<file path="src/rtl/dmi_pkg.sv">
// Shared encodings for the DMI master: request ops, response status,
// debug-module register addresses, abstractcs fields and FSM states.
package dmi_pkg;

   typedef enum logic [1:0] {
      OP_NOP   = 2'd0,
      OP_READ  = 2'd1,
      OP_WRITE = 2'd2,
      OP_RSVD  = 2'd3
   } dmi_op_e;

   localparam logic [1:0] STS_SUCCESS = 2'd0;
   localparam logic [1:0] STS_FAILED  = 2'd2;
   localparam logic [1:0] STS_BUSY    = 2'd3;

   localparam logic [6:0] ADDR_ABSTRACTCS = 7'h16;
   localparam logic [6:0] ADDR_COMMAND    = 7'h17;

   localparam int ACS_BUSY_BIT   = 3;
   localparam int ACS_CMDERR_MSB = 2;
   localparam int ACS_CMDERR_LSB = 0;

   typedef enum logic [1:0] {
      ST_IDLE,
      ST_ACCESS,
      ST_POLL,
      ST_RESP
   } dmi_state_e;

endpackage

</file>
<file path="src/rtl/dmi_master.sv">
// DMI master: turns one request into a single DMI access, polls abstractcs
// after a command write, and returns one response with a sticky busy flag.
module dmi_master
   import dmi_pkg::*;
#(
   parameter int unsigned POLL_LIMIT = 255
) (
   input  logic        clk,
   input  logic        reset_n,
   input  logic        req_valid,
   output logic        req_ready,
   input  logic [1:0]  req_op,
   input  logic [6:0]  req_addr,
   input  logic [31:0] req_data,
   output logic        rsp_valid,
   input  logic        rsp_ready,
   output logic [1:0]  rsp_op,
   output logic [31:0] rsp_data,
   input  logic        dmireset,
   output logic        dmi_wr,
   output logic        dmi_rd,
   output logic [6:0]  dmi_addr,
   output logic [31:0] dmi_wdata,
   input  logic [31:0] dmi_rdata
);

   localparam logic [7:0] LP_POLL_LIMIT = 8'(POLL_LIMIT);

   dmi_state_e  r_state, w_state_next;
   logic [1:0]  r_op, w_op_next;
   logic [6:0]  r_addr, w_addr_next;
   logic [31:0] r_wdata, w_wdata_next;
   logic [1:0]  r_rsp_op, w_rsp_op_next;
   logic [31:0] r_rsp_data, w_rsp_data_next;
   logic [7:0]  r_poll_cnt, w_poll_cnt_next;
   logic        r_sticky;
   logic        w_set_sticky;
   logic        w_reject;
   logic [7:0]  w_poll_num;
   logic        w_acs_busy;
   logic [2:0]  w_acs_cmderr;

   // A dmireset arriving with the request lets that request through.
   assign w_reject     = r_sticky & ~dmireset;
   assign w_poll_num   = r_poll_cnt + 8'd1;
   assign w_acs_busy   = dmi_rdata[ACS_BUSY_BIT];
   assign w_acs_cmderr = dmi_rdata[ACS_CMDERR_MSB:ACS_CMDERR_LSB];

   assign req_ready = (r_state == ST_IDLE);
   assign rsp_valid = (r_state == ST_RESP);
   assign rsp_op    = r_rsp_op;
   assign rsp_data  = r_rsp_data;

   always_comb begin
      w_state_next    = r_state;
      w_op_next       = r_op;
      w_addr_next     = r_addr;
      w_wdata_next    = r_wdata;
      w_rsp_op_next   = r_rsp_op;
      w_rsp_data_next = r_rsp_data;
      w_poll_cnt_next = r_poll_cnt;
      w_set_sticky    = 1'b0;
      dmi_rd          = 1'b0;
      dmi_wr          = 1'b0;
      dmi_addr        = 7'd0;
      dmi_wdata       = 32'd0;
      case (r_state)
         ST_IDLE: begin
            if (req_valid) begin
               w_op_next    = req_op;
               w_addr_next  = req_addr;
               w_wdata_next = req_data;
               if (w_reject) begin
                  w_state_next    = ST_RESP;
                  w_rsp_op_next   = STS_BUSY;
                  w_rsp_data_next = 32'd0;
               end else if (req_op == OP_READ || req_op == OP_WRITE) begin
                  w_state_next = ST_ACCESS;
               end else begin
                  w_state_next    = ST_RESP;
                  w_rsp_op_next   = STS_SUCCESS;
                  w_rsp_data_next = 32'd0;
               end
            end
         end
         ST_ACCESS: begin
            dmi_addr = r_addr;
            if (r_op == OP_WRITE) begin
               dmi_wr    = 1'b1;
               dmi_wdata = r_wdata;
               if (r_addr == ADDR_COMMAND) begin
                  w_state_next    = ST_POLL;
                  w_poll_cnt_next = 8'd0;
               end else begin
                  w_state_next    = ST_RESP;
                  w_rsp_op_next   = STS_SUCCESS;
                  w_rsp_data_next = 32'd0;
               end
            end else begin
               dmi_rd          = 1'b1;
               w_state_next    = ST_RESP;
               w_rsp_op_next   = STS_SUCCESS;
               w_rsp_data_next = dmi_rdata;
            end
         end
         ST_POLL: begin
            dmi_rd   = 1'b1;
            dmi_addr = ADDR_ABSTRACTCS;
            if (!w_acs_busy) begin
               w_state_next    = ST_RESP;
               w_rsp_data_next = dmi_rdata;
               w_rsp_op_next   = (w_acs_cmderr != 3'd0) ? STS_FAILED : STS_SUCCESS;
            end else if (w_poll_num == LP_POLL_LIMIT) begin
               w_state_next    = ST_RESP;
               w_rsp_data_next = dmi_rdata;
               w_rsp_op_next   = STS_BUSY;
               w_set_sticky    = 1'b1;
            end else begin
               w_poll_cnt_next = w_poll_num;
            end
         end
         ST_RESP: begin
            if (rsp_ready) begin
               w_state_next = ST_IDLE;
            end
         end
         default: w_state_next = ST_IDLE;
      endcase
   end

   always_ff @(posedge clk or negedge reset_n) begin
      if (!reset_n) begin
         r_state <= ST_IDLE;
      end else begin
         r_state <= w_state_next;
      end
   end

   always_ff @(posedge clk or negedge reset_n) begin
      if (!reset_n) begin
         r_op       <= 2'd0;
         r_addr     <= 7'd0;
         r_wdata    <= 32'd0;
         r_rsp_op   <= 2'd0;
         r_rsp_data <= 32'd0;
         r_poll_cnt <= 8'd0;
      end else begin
         r_op       <= w_op_next;
         r_addr     <= w_addr_next;
         r_wdata    <= w_wdata_next;
         r_rsp_op   <= w_rsp_op_next;
         r_rsp_data <= w_rsp_data_next;
         r_poll_cnt <= w_poll_cnt_next;
      end
   end

   // Setting on a poll timeout takes priority over a coincident dmireset.
   always_ff @(posedge clk or negedge reset_n) begin
      if (!reset_n) begin
         r_sticky <= 1'b0;
      end else if (w_set_sticky) begin
         r_sticky <= 1'b1;
      end else if (dmireset) begin
         r_sticky <= 1'b0;
      end
   end

endmodule

</file>
<file path="config.mk">
export PLATFORM = sky130hd
export DESIGN_NAME = dmi_master
export DESIGN_NICKNAME = d
export VERILOG_FILES = /design/src/rtl/dmi_pkg.sv /design/src/rtl/dmi_master.sv
export SDC_FILE = /design/constraint.sdc
export NUM_CORES = 1
export LEC_CHECK = 0
export CAP_MARGIN = 10
export CORE_ASPECT_RATIO = 0.5
export CORE_UTILIZATION = 40
export CTS_CLUSTER_DIAMETER = 30
export DETAILED_ROUTE_END_ITERATION = 8
export PLACE_DENSITY = 0.81
export RECOVER_POWER = 100
export SYNTH_ARGS = -nofsm -noshare
export SYNTH_HDL_FRONTEND = slang
export SYNTH_SLANG_ARGS = --single-unit
</file>
<file path="constraint.sdc">
create_clock -name clk -period 2.3 [get_ports clk]
set_clock_uncertainty 0.2 [all_clocks]
set_input_delay 0.46 -clock clk [delete_from_list [all_inputs] [get_ports clk]]
set_output_delay 0.46 -clock clk [all_outputs]
set_load 0.01 [all_outputs]
</file>
After elaboration in Yosys (flattened, before gate mapping)
Index checks and enable logic that the tools add are counted.

word-level totals
  bits in registers = 86
  bits of input ports = 78
  logic and storage cells = 80

cells by class
  add/sub/neg operators = 1
  eq/ne operators = 17
  mux-type cells = 42
  bitwise logic cells = 2
  reduce and logical (&&, ||, !) cells = 10

operators by type and width
  operator                                                                  number
  32-bit 2-to-1 mux                                                         9
  32-bit case mux with 3 select lines                                       1
  8-bit 2-to-1 mux                                                          4
  2-bit 2-to-1 mux                                                          14
  8-bit case mux with 2 select lines                                        1
  7-bit case mux with 2 select lines                                        1
  2-bit inequality test (second input constant)                             5
  5-bit AND reduction                                                       2
  1-bit 2-to-1 mux                                                          9
  3-bit inequality test (second input constant)                             3
  8-bit by 1-bit adder with 8-bit output (second input constant)            1
  2-bit equality test (second input constant)                               4
  8-bit equality test (second input constant)                               1
  2-bit case mux with 4 select lines                                        1
  7-bit by 5-bit equality test with 1-bit output (second input constant)    1
  2-bit case mux with 3 select lines                                        1
  3-bit nonzero test                                                        2
  2-bit by 1-bit equality test with 1-bit output (second input constant)    2
  2-bit nonzero test                                                        2
  3-bit AND reduction                                                       1
  2-bit zero test                                                           1
  2-bit by 1-bit inequality test with 1-bit output (second input constant)  1
  1-bit case mux with 2 select lines                                        1
  2-bit AND reduction                                                       1
  3 further kinds                                                           3

Depth between registers and ports, before layout
  depth in word-level cells = 6
  depth in mapped cells = 8
  depth with buffers taken out = 7

Worst setup path before layout
Ideal clock, no wire load.

  kind = register -> output
  from = register r_state[1]
  to = output dmi_wdata[22]
  arrival time = 1.684 ns
  data required time = 1.640 ns
  setup slack = -0.044 ns
  cell stages (with the launch flop) = 8
  path buffers = 2
  cell sequence = dfrtp_1 inv_1 ha_1 clkbuf_1 inv_1 nor2_1 clkbuf_1 and2_1

between the ends
  word-level cells in the longest chain between the ends = 2

RTL lines
  element                                         line               RTL
  start, declared                                 dmi_master.sv:29   dmi_state_e r_state, w_state_next;
  start signal, assigned                          dmi_master.sv:135  r_state <= w_state_next;
  2-bit by 1-bit equality test with 1-bit output  dmi_master.sv:67   case (r_state)
  32-bit 2-to-1 mux                               dmi_master.sv:67
  end, declared                                   dmi_master.sv:23   output logic [31:0] dmi_wdata,

No other way between the ends.

Worst setup path in the final report
  from = register r_state[0]
  to = output dmi_wdata[22]

Same word-level chain as after synthesis.

==> metrics.md <==
| Metric | Value |
|---|---|
| Startpoint-to-endpoint class of the critical path | `flop to output pin` |
| Post-synth cell types | `slightly below 50` |
| Global-route wire length before repair | `about 18 mm` |
| H-Tree Level Count | `3` |
| Count of cells along the worst register-to-register path | `8` |
| Number of flops mapped to enable cells by yosys | `0` |
| Flop-to-flop setup slack | `-0.03 ns` |
| Buffers and inverters on the worst path | `5` |
| Detailed Place HPWL | `roughly 8 mm` |
| Row count | `26` |
| Top achievable clock speed | `between 0.4 and 0.5 GHz` |
| Width of the die | `roughly 150 um` |
| Reg-to-reg critical path startpoint | `r_state[0]` |
| Root buffer cell | `sky130_fd_sc_hd__clkbuf_16` |
| Number of vias per cell | `between 4 and 5` |
| Worst IR Drop VDD | `640 uV` |
| Share of synthesized registers carrying an async set or reset | `100%` |
| Number of warning messages in the yosys log | `0` |
| Avg WL per Cell | `approximately 17 um` |
| Critical-path cell with the highest stage delay | `sky130_fd_sc_hd__dfrtp_1` |
| Number of instances in the placed design | `684` |
| Violated checks | `setup timing` |
| Critical path capture point type | `output pin` |
| Areal power density over the cells | `1240 mW/mm^2` |
| Ys flop type | `sky130_fd_sc_hd__dfrtp_1` |
| Clock-pin slew of the registers on the worst-case setup and hold paths | `roughly 0.06 ns` |
| Flop and latch count out of synthesis | `86` |
| Destination of the worst hold path | `r_wdata[4]` |
| Number of design-rule violations left by the first detailed-router iteration | `210` |
| Share of layout cells above drive strength 1 | `about a third` |
| Storage element area | `about 0.0022 mm^2` |
| Max-slew violations | `0` |
| Net total in the final layout | `657` |
| Relative slew margins | `a little over two fifths` |
| Worst Setup Slack post-DPL | `-0.402 ns` |
| Static Leakage | `3.15 nW` |
| Post-Syn Instances | `roughly 380` |
| Area occupied by multi-input gates | `between 0.0015 and 0.002 mm^2` |
| Post-route antenna net violation count | `0` |
| Period utilisation layout | `103%` |
| Area added between synthesis and finish | `58.9%` |
| Maximum count of clock buffers along a single path | `2` |
| Global router's overall resource usage | `between 20% and 30%` |
| Number of antenna cells inserted | `0` |
| Number of cells on the worst hold path | `1` |
| Endpoint arrival time on the critical path | `approximately 1.7 ns` |
| Fin Setup TNS | `-1.43 ns` |
| Height of the die | `~74 um` |
| Final standard cell area without fillers | `about 0.0067 mm^2` |
| Final core utilization | `65.3%` |
| Non-filler instance count after layout | `718` |
| Initial DRT Pass Iterations | `4` |
| Max-cap violations | `0` |
| Unrepaired setup endpoints after global routing | `yes` |
| Antenna violations before repair | `0` |
| CTS sink count | `86` |
| Outcome | `complete, but fails checks` |
| Net count after synthesis | `roughly 460` |
| Input/output buffers | `about 150` |
| Weighted congestion reported at the end of routability-driven placement | `0.861` |
| TritonCTS clock tree | `built` |
| Number of vias in the routed layout | `~3600` |
| Post-Syn Area per Cell | `approximately 11 um^2` |
| Share of the yosys chip area belonging to registers | `around half` |
| Number of global-route vias before repair | `around 3600` |
| Synthesized area | `roughly 0.0042 mm^2` |
| Worst-skew pair later-pin latency | `approximately 0.34 ns` |
| Largest net degree at the start of global routing | `34` |
| Effective utilization at floorplan | `41.1%` |
| Period minus WS final | `2.37 ns` |
| Setup WS post-layout | `-0.0679 ns` |
| Floorplan core area | `around 0.010 mm^2` |
| Pin slew with the least headroom to its limit | `about 0.86 ns` |
| Startpoint of the tightest hold check path | `r_wdata[4]` |
| Largest driver fanout on the critical path | `8` |
| Total wire length after detailed routing | `roughly 12 mm` |
| Final number of hold-violating endpoints | `0` |
| # DRC | `0` |
| Total global routing overflow | `0` |
| Longest individual stage delay on the worst path | `approximately 0.4 ns` |
| Endpoints failing setup | `between 40 and 50` |
| Worst hold margin | `between 0.2 and 0.3 ns` |
| Worst min-delay path category | `flop to flop` |
| Type of origin of the critical path | `flop` |
| Required time worst endpoint | `1.64 ns` |
| Number of buffers created by CTS | `9` |
| Power consumption | `~8.2 mW` |
| Largest delay contributor family on the critical path | `buffers and inverters` |
| Total die area | `approximately 0.011 mm^2` |
| Area post-placement | `about 0.0061 mm^2` |
| Filler Cell Count | `roughly 800` |
| Worst flop-to-flop path endpoint | `rsp_data[28]` |
| Series of cell instances along the critical path | `buf_6 -> ha_4 -> inv_4 -> nor2_4 -> buf_4 -> clkbuf_16 -> and2_1 -> buf_2` |
| Boundary pin count | `155` |
==> synth_stat cells (2+ instances only) <==
| master | number | area [um^2] |
|---|---|---|
| sky130_fd_sc_hd__buf_1 | 4 | 15.0 |
| sky130_fd_sc_hd__nand2_1 | 40 | 150 |
| sky130_fd_sc_hd__mux2i_1 | 37 | 370 |
| sky130_fd_sc_hd__dfrtp_1 | 86 | 2150 |
| sky130_fd_sc_hd__nand2b_1 | 3 | 18.8 |
| sky130_fd_sc_hd__nand4_1 | 3 | 18.8 |
| sky130_fd_sc_hd__nand3b_1 | 2 | 15.0 |
| sky130_fd_sc_hd__or4_1 | 2 | 15.0 |
| sky130_fd_sc_hd__a21oi_4 | 2 | 32.5 |
| sky130_fd_sc_hd__o221ai_1 | 2 | 17.5 |
| sky130_fd_sc_hd__inv_1 | 42 | 158 |
| sky130_fd_sc_hd__o21ai_0 | 3 | 15.0 |
| sky130_fd_sc_hd__o22ai_1 | 3 | 18.8 |
| sky130_fd_sc_hd__a21oi_1 | 6 | 30.0 |
| sky130_fd_sc_hd__buf_6 | 3 | 33.8 |
| sky130_fd_sc_hd__ha_1 | 6 | 75.1 |
| sky130_fd_sc_hd__nand4b_1 | 2 | 17.5 |
| sky130_fd_sc_hd__nor2_1 | 11 | 41.3 |
| sky130_fd_sc_hd__clkbuf_1 | 9 | 33.8 |
| sky130_fd_sc_hd__and2_1 | 33 | 206 |
| sky130_fd_sc_hd__nand3_1 | 4 | 20.0 |
| sky130_fd_sc_hd__mux2_2 | 41 | 462 |
| sky130_fd_sc_hd__and3_1 | 7 | 43.8 |
==> routing by layer <==
metal | vias up | track usage [%] | routed length (um)
li1 | 1665 | - | -
met3 | 26 | 5.64 | 518
met5 | - | 0 | 0
met1 | 1767 | 25.8 | 4870
met4 | 0 | 9.95 | 301
met2 | 109 | 39.4 | 6340
==> what timing repair did <==
action / 4_1_cts / 5_1_grt
resized for setup: 186 / 43
endpoints found under the setup margin: 77 / 83
cloned: 4 / 1
pin swaps: 7 / 8
buffers inserted: 7 / 8
hold buffers: 1 / 0
hold endpoints to repair: 29 / 0
==> flip-flops by register name, summed over array words and instances (netlist names) <==
signal and cells:
r_addr 7, r_op 2, r_poll_cnt 8, r_state 2, r_sticky 1, r_wdata 32
rsp_data 32, rsp_op 2
==> cell type report <==
class,instances,area share (%)
clock buffer,10,3.58
sequential,86,32.3
clock inverter,6,1.41
tap,140,2.63
timing repair buffer,202,28.3
inverter,42,2.40
multi-input combinational,232,29.5
==> worst max path at each step <==
stage,startpoint,to,slack [ns],cells after the start
detailed placement,req_op[1],rsp_data[28],-0.40,7
CTS,r_state[0],rsp_op[1],-0.09,7
global placement,req_op[1],rsp_data[11],-0.31,7
floorplan,r_poll_cnt[0],rsp_op[1],0.02,6
global route,r_state[0],rsp_data[28],-0.11,8
finish,r_state[0],dmi_wdata[22],-0.07,8
==> power breakdown <==
group | switching [mW] | total [mW] | internal [mW]
Clock | 0.623 | 1.61 | 0.989
Sequential | 0.337 | 2.42 | 2.09
Combinational | 1.96 | 4.21 | 2.25
Total | 2.92 | 8.24 | 5.32
==> kinds of logic (layout without fill, tap and decap cells) <==
| group | count (synthesis) | count (layout) | synth area share [%] |
|---|---|---|---|
| buffers and inverters | 59 | 260 | 5.90 |
| muxes | 79 | 79 | 20.1 |
| and+or+nand+nor | 115 | 115 | 14.5 |
| DFF | 86 | 86 | 51.3 |
| adders and majority gates | 6 | 6 | 1.79 |
| AOI/OAI and AO/OA | 31 | 31 | 6.26 |
| xor gates and xnor gates | 1 | 1 | 0.209 |
==> placed cells by master (no fill, tap or decap), drive strengths merged, types with 11 or more instances in the layout <==
cell           instances
dfrtp                 86
clkdlybuf4s50         76
buf                   70
inv                   43
mux2                  42
nand2                 40
mux2i                 37
dlygate4sd3           35
and2                  33
clkbuf                26
nor2                  11
Power figures use the tool's default switching activity.
